### src/rtl/operand_fetch_pkg.sv
// Shared types for the 6502 operand fetch stage: addressing modes, ALU ops,
// fetch FSM states and the mode -> operand byte count helper.
package operand_fetch_pkg;

    localparam int BYTE_W = 8;
    localparam int ADDR_W = 16;

    typedef enum logic [2:0] {
        AM_IMPLIED    = 3'd0,
        AM_IMMEDIATE  = 3'd1,
        AM_ZEROPAGE   = 3'd2,
        AM_ZEROPAGE_X = 3'd3,
        AM_ABSOLUTE   = 3'd4,
        AM_ABSOLUTE_X = 3'd5,
        AM_ABSOLUTE_Y = 3'd6
    } addr_mode_t;

    typedef enum logic [1:0] {
        ALU_BYPASS_A     = 2'd0,
        ALU_ADD          = 2'd1,
        ALU_ADD_ZEROPAGE = 2'd2
    } alu_op_t;

    typedef enum logic [1:0] {
        ST_IDLE     = 2'd0,
        ST_FETCH_LO = 2'd1,
        ST_FETCH_HI = 2'd2,
        ST_ISSUE    = 2'd3
    } fetch_state_t;

    // Unused encodings fall into the default arm and behave as implied.
    function automatic logic [1:0] operand_bytes(input addr_mode_t mode);
        case (mode)
            AM_IMMEDIATE, AM_ZEROPAGE, AM_ZEROPAGE_X: return 2'd1;
            AM_ABSOLUTE, AM_ABSOLUTE_X, AM_ABSOLUTE_Y: return 2'd2;
            default: return 2'd0;
        endcase
    endfunction

endpackage

### src/rtl/operand_fetch_if.sv
// Byte-wide read port between the operand fetch stage (master) and memory (slave).
interface operand_fetch_if;
    import operand_fetch_pkg::*;

    logic              mem_req_o;
    logic [ADDR_W-1:0] mem_addr_o;
    logic              mem_rvalid_i;
    logic [BYTE_W-1:0] mem_rdata_i;

    modport master (output mem_req_o, mem_addr_o, input mem_rvalid_i, mem_rdata_i);
    modport slave  (input mem_req_o, mem_addr_o, output mem_rvalid_i, mem_rdata_i);
endinterface

### src/rtl/operand_fetch_map.sv
// Combinational addressing-mode decode: mode/b0/b1/x/y -> {A, B, alu op, byte count}.
// OPFETCH_PAGE_CROSS_EN adds the indexed-absolute page-crossing flag.
module operand_map
    import operand_fetch_pkg::*;
(
    input  addr_mode_t        i_mode,
    input  logic [BYTE_W-1:0] i_b0,
    input  logic [BYTE_W-1:0] i_b1,
    input  logic [BYTE_W-1:0] i_x,
    input  logic [BYTE_W-1:0] i_y,
    output logic [ADDR_W-1:0] o_op_a,
    output logic [ADDR_W-1:0] o_op_b,
    output alu_op_t           o_alu_op,
    output logic [1:0]        o_bytes
`ifdef OPFETCH_PAGE_CROSS_EN
    ,
    output logic              o_page_cross
`endif
);
    logic [ADDR_W-1:0] w_zp;
    logic [ADDR_W-1:0] w_abs;
    logic [BYTE_W-1:0] w_index;

    assign w_zp    = {{BYTE_W{1'b0}}, i_b0};
    assign w_abs   = {i_b1, i_b0};
    assign w_index = (i_mode == AM_ABSOLUTE_Y) ? i_y : i_x;

    always_comb begin
        o_op_a   = '0;
        o_op_b   = '0;
        o_alu_op = ALU_BYPASS_A;
        o_bytes  = operand_bytes(i_mode);
        case (i_mode)
            AM_IMMEDIATE, AM_ZEROPAGE: o_op_a = w_zp;
            AM_ZEROPAGE_X: begin
                o_op_a   = w_zp;
                o_op_b   = {{BYTE_W{1'b0}}, w_index};
                o_alu_op = ALU_ADD_ZEROPAGE;
            end
            AM_ABSOLUTE: o_op_a = w_abs;
            AM_ABSOLUTE_X, AM_ABSOLUTE_Y: begin
                o_op_a   = w_abs;
                o_op_b   = {{BYTE_W{1'b0}}, w_index};
                o_alu_op = ALU_ADD;
            end
            default: ;
        endcase
    end

`ifdef OPFETCH_PAGE_CROSS_EN
    // A carry out of the low byte means the effective address left b1's page.
    assign o_page_cross = ((i_mode == AM_ABSOLUTE_X) || (i_mode == AM_ABSOLUTE_Y)) &&
                          (({1'b0, i_b0} + {1'b0, w_index}) > 9'h0FF);
`endif

endmodule

### src/rtl/operand_fetch.sv
// 6502 operand fetch: reads 0-2 operand bytes, builds ALU operands and issues a
// one-cycle valid pulse. Optional page-cross output under OPFETCH_PAGE_CROSS_EN.
module operand_fetch
    import operand_fetch_pkg::*;
(
    input  logic              clk_i,
    input  logic              rstn_i,
    input  logic              start_i,
    input  addr_mode_t        addr_mode_i,
    input  logic [ADDR_W-1:0] pc_i,
    input  logic [BYTE_W-1:0] x_i,
    input  logic [BYTE_W-1:0] y_i,
    operand_fetch_if.master   mem_bus,
    output logic              busy_o,
    output logic              op_valid_o,
    output logic [ADDR_W-1:0] op_A_o,
    output logic [ADDR_W-1:0] op_B_o,
    output alu_op_t           alu_op_o,
    output logic [1:0]        bytes_o
`ifdef OPFETCH_PAGE_CROSS_EN
    ,
    output logic              page_cross_o
`endif
);
    fetch_state_t      r_state, w_state_next;
    addr_mode_t        r_mode, w_mode;
    logic [ADDR_W-1:0] r_pc;
    logic [BYTE_W-1:0] r_x, r_y, r_b0, w_b0;
    logic [ADDR_W-1:0] r_op_a, r_op_b, w_op_a, w_op_b;
    alu_op_t           r_alu_op, w_alu_op;
    logic [1:0]        r_bytes, w_bytes;
    logic              w_load;
`ifdef OPFETCH_PAGE_CROSS_EN
    logic              r_page_cross, w_page_cross;
`endif

    // The map is evaluated on the cycle that enters ISSUE, so the byte arriving
    // that cycle is taken straight from the bus (b1 is never stored).
    assign w_mode = (r_state == ST_IDLE) ? addr_mode_i : r_mode;
    assign w_b0   = (r_state == ST_FETCH_LO) ? mem_bus.mem_rdata_i : r_b0;

    operand_map u_map (
        .i_mode       (w_mode),
        .i_b0         (w_b0),
        .i_b1         (mem_bus.mem_rdata_i),
        .i_x          (r_x),
        .i_y          (r_y),
        .o_op_a       (w_op_a),
        .o_op_b       (w_op_b),
        .o_alu_op     (w_alu_op),
        .o_bytes      (w_bytes)
`ifdef OPFETCH_PAGE_CROSS_EN
        ,
        .o_page_cross (w_page_cross)
`endif
    );

    always_comb begin
        w_state_next       = r_state;
        w_load             = 1'b0;
        mem_bus.mem_req_o  = 1'b0;
        mem_bus.mem_addr_o = '0;
        case (r_state)
            ST_IDLE: begin
                if (start_i) begin
                    if (operand_bytes(addr_mode_i) == 2'd0) begin
                        w_state_next = ST_ISSUE;
                        w_load       = 1'b1;
                    end else begin
                        w_state_next = ST_FETCH_LO;
                    end
                end
            end
            ST_FETCH_LO: begin
                mem_bus.mem_req_o  = 1'b1;
                mem_bus.mem_addr_o = r_pc;
                if (mem_bus.mem_rvalid_i) begin
                    if (operand_bytes(r_mode) == 2'd2) begin
                        w_state_next = ST_FETCH_HI;
                    end else begin
                        w_state_next = ST_ISSUE;
                        w_load       = 1'b1;
                    end
                end
            end
            ST_FETCH_HI: begin
                mem_bus.mem_req_o  = 1'b1;
                mem_bus.mem_addr_o = r_pc + 16'd1;
                if (mem_bus.mem_rvalid_i) begin
                    w_state_next = ST_ISSUE;
                    w_load       = 1'b1;
                end
            end
            ST_ISSUE: w_state_next = ST_IDLE;
            default:  w_state_next = ST_IDLE;
        endcase
    end

    always_ff @(posedge clk_i or negedge rstn_i) begin
        if (!rstn_i) begin
            r_state      <= ST_IDLE;
            r_mode       <= AM_IMPLIED;
            r_pc         <= '0;
            r_x          <= '0;
            r_y          <= '0;
            r_b0         <= '0;
            r_op_a       <= '0;
            r_op_b       <= '0;
            r_alu_op     <= ALU_BYPASS_A;
            r_bytes      <= '0;
`ifdef OPFETCH_PAGE_CROSS_EN
            r_page_cross <= 1'b0;
`endif
        end else begin
            r_state <= w_state_next;
            if ((r_state == ST_IDLE) && start_i) begin
                r_mode <= addr_mode_i;
                r_pc   <= pc_i;
                r_x    <= x_i;
                r_y    <= y_i;
            end
            if ((r_state == ST_FETCH_LO) && mem_bus.mem_rvalid_i) begin
                r_b0 <= mem_bus.mem_rdata_i;
            end
            if (w_load) begin
                r_op_a       <= w_op_a;
                r_op_b       <= w_op_b;
                r_alu_op     <= w_alu_op;
                r_bytes      <= w_bytes;
`ifdef OPFETCH_PAGE_CROSS_EN
                r_page_cross <= w_page_cross;
`endif
            end
        end
    end

    assign busy_o     = (r_state != ST_IDLE);
    assign op_valid_o = (r_state == ST_ISSUE);
    assign op_A_o     = r_op_a;
    assign op_B_o     = r_op_b;
    assign alu_op_o   = r_alu_op;
    assign bytes_o    = r_bytes;
`ifdef OPFETCH_PAGE_CROSS_EN
    assign page_cross_o = r_page_cross;
`endif

endmodule

### src/flat_wrapper.sv
// flat-port wrapper written by rule: the top's interface ports become plain ports
module operand_fetch_flat import operand_fetch_pkg::*;
  (clk_i, rstn_i, start_i, addr_mode_i, pc_i, x_i, y_i, busy_o, op_valid_o, op_A_o, op_B_o, alu_op_o, bytes_o, mem_bus_mem_req_o, mem_bus_mem_addr_o, mem_bus_mem_rvalid_i, mem_bus_mem_rdata_i);
  operand_fetch_if mem_bus_i ();
  input  logic clk_i;
  input  logic rstn_i;
  input  logic start_i;
  input  addr_mode_t addr_mode_i;
  input  logic [ADDR_W-1:0] pc_i;
  input  logic [BYTE_W-1:0] x_i;
  input  logic [BYTE_W-1:0] y_i;
  output logic busy_o;
  output logic op_valid_o;
  output logic [ADDR_W-1:0] op_A_o;
  output logic [ADDR_W-1:0] op_B_o;
  output alu_op_t alu_op_o;
  output logic [1:0] bytes_o;
  output wire logic [$bits(mem_bus_i.mem_req_o)-1:0] mem_bus_mem_req_o;
  output wire logic [$bits(mem_bus_i.mem_addr_o)-1:0] mem_bus_mem_addr_o;
  input wire logic [$bits(mem_bus_i.mem_rvalid_i)-1:0] mem_bus_mem_rvalid_i;
  input wire logic [$bits(mem_bus_i.mem_rdata_i)-1:0] mem_bus_mem_rdata_i;
  assign mem_bus_mem_req_o = mem_bus_i.mem_req_o;
  assign mem_bus_mem_addr_o = mem_bus_i.mem_addr_o;
  assign mem_bus_i.mem_rvalid_i = mem_bus_mem_rvalid_i;
  assign mem_bus_i.mem_rdata_i = mem_bus_mem_rdata_i;
  operand_fetch u_core (.clk_i(clk_i), .rstn_i(rstn_i), .start_i(start_i), .addr_mode_i(addr_mode_i), .pc_i(pc_i), .x_i(x_i), .y_i(y_i), .mem_bus(mem_bus_i), .busy_o(busy_o), .op_valid_o(op_valid_o), .op_A_o(op_A_o), .op_B_o(op_B_o), .alu_op_o(alu_op_o), .bytes_o(bytes_o));
endmodule
### config.mk
export PLATFORM = sky130hd
export DESIGN_NAME = operand_fetch_flat
export DESIGN_NICKNAME = d
export VERILOG_FILES = /design/src/rtl/operand_fetch_pkg.sv /design/src/rtl/operand_fetch_if.sv /design/src/rtl/operand_fetch_map.sv /design/src/rtl/operand_fetch.sv /design/src/flat_wrapper.sv
export SDC_FILE = /design/constraint.sdc
export NUM_CORES = 1
export LEC_CHECK = 0
export ABC_CLOCK_PERIOD_IN_PS = 5700
export CAP_MARGIN = 20
export CORE_ASPECT_RATIO = 1.4
export CORE_MARGIN = 3
export CORE_UTILIZATION = 31
export DETAILED_ROUTE_END_ITERATION = 6
export SYNTH_ARGS = -nofsm -noshare
export SYNTH_HDL_FRONTEND = slang
export SYNTH_SLANG_ARGS = --single-unit
export TNS_END_PERCENT = 5
### constraint.sdc
create_clock -name clk_i -period 5.7 [get_ports clk_i]
set_input_delay 1.14 -clock clk_i [delete_from_list [all_inputs] [get_ports clk_i]]
set_output_delay 1.14 -clock clk_i [all_outputs]
set_load 0.03 [all_outputs]
# ---- Yosys cells after proc, flatten, opt, wreduce, memory -nomap -nowiden
# Cells that the tools add are included.
dict set report word_totals {
  register_bits 81
  in_bits 47
  output_inout_bits 55
  word_cells 78
}
dict set report op_classes {
  n_addsub 1
  eq_ne 25
  muxes 27
  reduce_logical 15
}
# op n
set ops {}
lappend ops {{$pmux 16 s2} 2}
lappend ops {{$eq 3x3->1 const B} 9}
lappend ops {{$mux 8} 3}
lappend ops {{$reduce_or 3->1} 7}
lappend ops {{$eq 3x2->1 const B} 6}
lappend ops {{$add 16x1->16 const B} 1}
lappend ops {{$mux 2} 8}
lappend ops {{$pmux 2 s2} 4}
lappend ops {{$eq 3x1->1 const B} 3}
lappend ops {{$pmux 2 s4} 1}
lappend ops {{$mux 1} 7}
lappend ops {{$eq 2x2->1 const B} 3}
lappend ops {{$ne 2x2->1 const B} 3}
lappend ops {{$logic_not 2->1} 2}
lappend ops {{$reduce_or 2->1} 2}
lappend ops {{$mux 3} 1}
lappend ops {{$pmux 1 s3} 1}
lappend ops {{$reduce_and 3->1} 1}
lappend ops {{$eq 2x1->1 const B} 1}
lappend ops {{$logic_and 1x1->1} 2}
lappend ops {{$reduce_bool 2->1} 1}

# ---- Logic depth before layout (Yosys ltp)
dict set report depth {
  word_depth 9
  depth_mapped 8
  ltp_nobuf 6
}

# ---- Hierarchy
# From an unflattened synthesis, not the netlist that was laid out.
dict set report unflattened {
  cells_unflattened 361
  hier_area_um2 4319.1
}
# mod instances cells_per_inst area_per_inst_um2 seq_area_each_um2
set modules_own_cells {}
lappend modules_own_cells {operand_fetch 1 285 3776.1 2026.9}
lappend modules_own_cells {operand_map 1 76 543.0 0.0}

# ---- Worst setup path after synthesis
# Ideal clock, no wire load.
dict set report synth_timing {
  kind {register to output}
  startpoint {register u_core.r_state[1]}
  endpoint {output port mem_bus_mem_addr_o[6]}
  t_arrival_ns 2.201
  t_required_ns 4.560
  slack_ns 2.359
  path_stages_with_launch 8
  path_cell_list {dfrtp_1 > inv_1 > ha_1 > nand2_1 > clkbuf_1 > nor2_1 > nand2_1 > o21ai_0}
}
dict set report synth_via {
  elab_chain_len 2
}
# element line_no
set synth_lines {}
lappend synth_lines {{from (decl)} operand_fetch.sv:25} ;# fetch_state_t r_state, w_state_next;
lappend synth_lines {{from (signal assigned)} operand_fetch.sv:115} ;# r_state <= w_state_next;
lappend synth_lines {{$eq 2x2->1 or $eq 2x1->1 (tied branches)} operand_fetch.sv:63} ;# case (r_state)
lappend synth_lines {{$pmux 16 s2 (*)} operand_fetch.sv:63}
lappend synth_lines {{to (decl)} flat_wrapper.sv:19} ;# output wire logic [$bits(mem_bus_i.mem_addr_o)-1:0] mem_bus_mem_addr_o;
# Mark *: on every way between the ends. The rest lies on a longest branch, timed or not.

# ---- Worst setup path after layout
dict set report layout_timing {
  startpoint {register u_core.r_state[0]}
  endpoint {output port mem_bus_mem_addr_o[15]}
}
# Same word-level chain as after synthesis.

==> flow_summary_export.csv <==
group,metric,value,unit
clocking,cts_tree,"built",
place,dp_hpwl,6.86,mm
place,io_buffers,93,
sta,timing.final.ws_setup,1.58,ns
yosys,synth_seq_cells,73,
grt,grt_overflow,0,
yosys,ys_types,48,
finish,areaGrowthSynthToFinish,33.0,%
run,drv_cap,0,
sta,worst_slew_pin_slew,0.941,ns
clocking,cts-buffers-inserted,9,
worst_hold_path,hold_path_class,"flop to flop",
finish,fin_nets,476,
critical_path,critical_path_required,4.56,ns
routing,wl_per_cell,16.6,um
critical_path,slowest_stage,"clkdlybuf4s50_1",
die,dieArea,13900,sq um
clocking,cts.clk_slew.worst_paths,0.06,ns
pwr,power_density,631,nW/um^2
status,status,"finished, final reports clean",
finish,fin_area,5170,sq um
routing,met2_length,4.99,mm
sta,fin_setup_tns,0,ns
sta,slew_violations,0,
routing,wl_met3,657,um
yosys,syn_area,3890,sq um
clocking,clock-sinks,73,
clocking,cts_buffer_depth,2,
routing,routed.top_layer,"met4",
yosys,async_flop_share,1.00,
yosys,ys.warnings.count,0,
critical_path,cp_top_family,"simple AND/OR/NAND/NOR gates",
sta,fmax,0.242,GHz
sta,finalHoldViolations,0,
yosys,synthCells,339,
place,gp_congestion,0.802,
critical_path,slowest_delay,0.67,ns
yosys,avgSynthCellArea,11.5,sq um
finish,nFillCells,1132,
place,place_worst_setup_slack,1.94,ns
finish,antenna_cells,0,
sta,skew,0.00474,ns
grt,grt_pass1_wl,15.9,mm
grt,antenna_found_initial,0,
die,rows,47,
critical_path,cp_max_fo,12,
critical_path,critical_path.most_common_cell,"or3_1",
sta,rsz0062_at_grt,"no",
clocking,post-cts-setup-buffer-count,0,
critical_path,crit_path_end_kind,"primary output",
clocking,insertion_delay,0.33,ns
clocking,cts_root_buffer,"clkbuf_16",
routing,drc,0,
die,initial_utilization,0.322,
clocking,cts_resized,0,
routing,dr.first_iter.drc_count,110,
place,placed_area,4870,sq um
finish,drive_gt1_frac,0.178,
yosys,synth.largest_area_cell,"dfrtp_1",
routing,drt_pass1_iterations,4,
sta,setup_viol,0,
grt,grt_max_degree,74,
die,io-pin-count,102,
die,core_area,12100,sq um
sta,fin_crit,4.12,ns
critical_path,worstPathCellList,"inv_1 -> ha_1 -> nand2_1 -> or3_1 -> or3_1 -> nand3_1 -> clkdlybuf4s50_1",
sta,post-route-period-util,0.723,
routing,viasPerCell,5.11,
sta,worst_slew_margin_rel,0.373,
grt,groute.usage.overall,0.144,
pwr,vdd_ir_drop_max,0.338,mV
routing,ant_nets,0,
yosys,postSynth.topFlopCell,"dfrtp_1",
yosys,synth_edf_count,0,
yosys,synth_top_area_frac,0.470,
yosys,seq_area_frac_synth,0.470,
die,die_x,101,um
pwr,p_leak,0.00224,uW
die,fp.dieH,139,um
routing,wirelength,9.54,mm
clocking,htree_num_levels,3,
routing,wl_met1,3.78,mm
routing,vias,2940,
clocking,ctsHoldBuffers,0,
critical_path,cp.buffers_inverters,2,
yosys,synth.area.top_cells,"dfrtp_1 (47%), mux2_2 (13%), mux2_4 (4.6%)",
critical_path,crit_type,"flop to primary output",
critical_path,start_kind,"flop",
pwr,power,3260,uW
grt,grt_pass1_vias,3008,
critical_path,arrival,2.98,ns
## layout make-up
class                           instances  area (sq um)  area share
Timing Repair Buffer                   95           943       0.182
Clock inverter                          2          37.5     0.00726
Clock buffer                           13           260      0.0503
Inverter                               13          48.8     0.00944
Sequential cell                        73          1830       0.353
Tap cell                              147           184      0.0356
Multi-Input combinational cell        232          1870       0.362
## stage by stage
step	util	cells	hold WS (ns)
2_1_floorplan	-	346	0.479
3_3_place_gp	0.404	560	0.482
3_5_place_dp	0.404	560	0.486
4_1_cts	0.429	575	0.504
5_1_grt	0.429	575	0.514
6_report	0.429	575	0.496
## cell usage after synthesis (7+ instances only)
cell and n:
dfrtp_1 73, inv_1 13, a22o_1 8, a21oi_1 14, mux2_2 44, buf_4 8, nand3_1 7, clkbuf_1 12
mux2_4 12, nand2_1 27, mux2_1 8, o21ai_0 10, mux2i_1 16
## registers in the layout, summed over array words and instances (netlist names)
signal / count
u_core.alu_op_o: 2
u_core.bytes_o: 2
u_core.op_A_o: 16
u_core.op_B_o: 8
u_core.r_b0: 8
u_core.r_mode: 3
u_core.r_pc: 16
u_core.r_state: 2
u_core.r_x: 8
u_core.r_y: 8
## power breakdown
part | total [uW] | leakage, uW | internal, uW | switching, uW
Sequential | 971 | 0.000899 | 770 | 201
Clock | 568 | 0.000142 | 361 | 207
Combinational | 1720 | 0.00120 | 806 | 918
Total | 3260 | 0.00224 | 1940 | 1330
## cell families after synthesis
logic type | count (synthesis) | synth area share
simple gates | 70 | 0.0924
flops | 73 | 0.470
compound gates | 62 | 0.110
xor+xnor | 7 | 0.0158
other cells | 1 | 0.000965
buf+inv | 41 | 0.0563
mux | 80 | 0.238
fa+ha+maj | 5 | 0.0161
## per-layer routing
| layer | vias up | track usage |
|---|---|---|
| met5 | - | 0 |
| li1 | 1386 | - |
| met2 | 107 | 0.252 |
| met3 | 9 | 0.0413 |
| met1 | 1438 | 0.171 |
| met4 | 0 | 0.0383 |
## path summary, 6_finish.rpt
kind                                          from                     end  slack, ns  cells after the start
worst min-delay path            u_core.alu_op_o[0]      u_core.alu_op_o[0]       0.50                      1
max in group asynchronous                   rstn_i          u_core.r_pc[7]       4.13                      1
worst max register to register   u_core.r_state[1]      u_core.alu_op_o[0]       3.15                      5
min in group asynchronous                   rstn_i           u_core.r_y[6]       0.96                      1
worst min register to register  u_core.alu_op_o[0]      u_core.alu_op_o[0]       0.50                      1
worst max-delay path             u_core.r_state[0]  mem_bus_mem_addr_o[15]       1.58                      7
## placed cells by master, fill, tap and decap left out, types with 5 or more instances in the layout
cell	Yosys	layout
a21oi_1	14	14
a22o_1	8	8
and2_1	5	5
clkbuf_16	0	9
clkdlybuf4s50_1	0	92
conb_1	1	8
dfrtp_1	73	73
ha_1	5	5
inv_1	13	13
mux2_1	8	8
mux2_2	44	44
mux2_4	12	12
mux2i_1	16	16
nand2_1	27	27
nand3_1	7	7
o21ai_0	10	10
(Power assumes the default switching activity.)
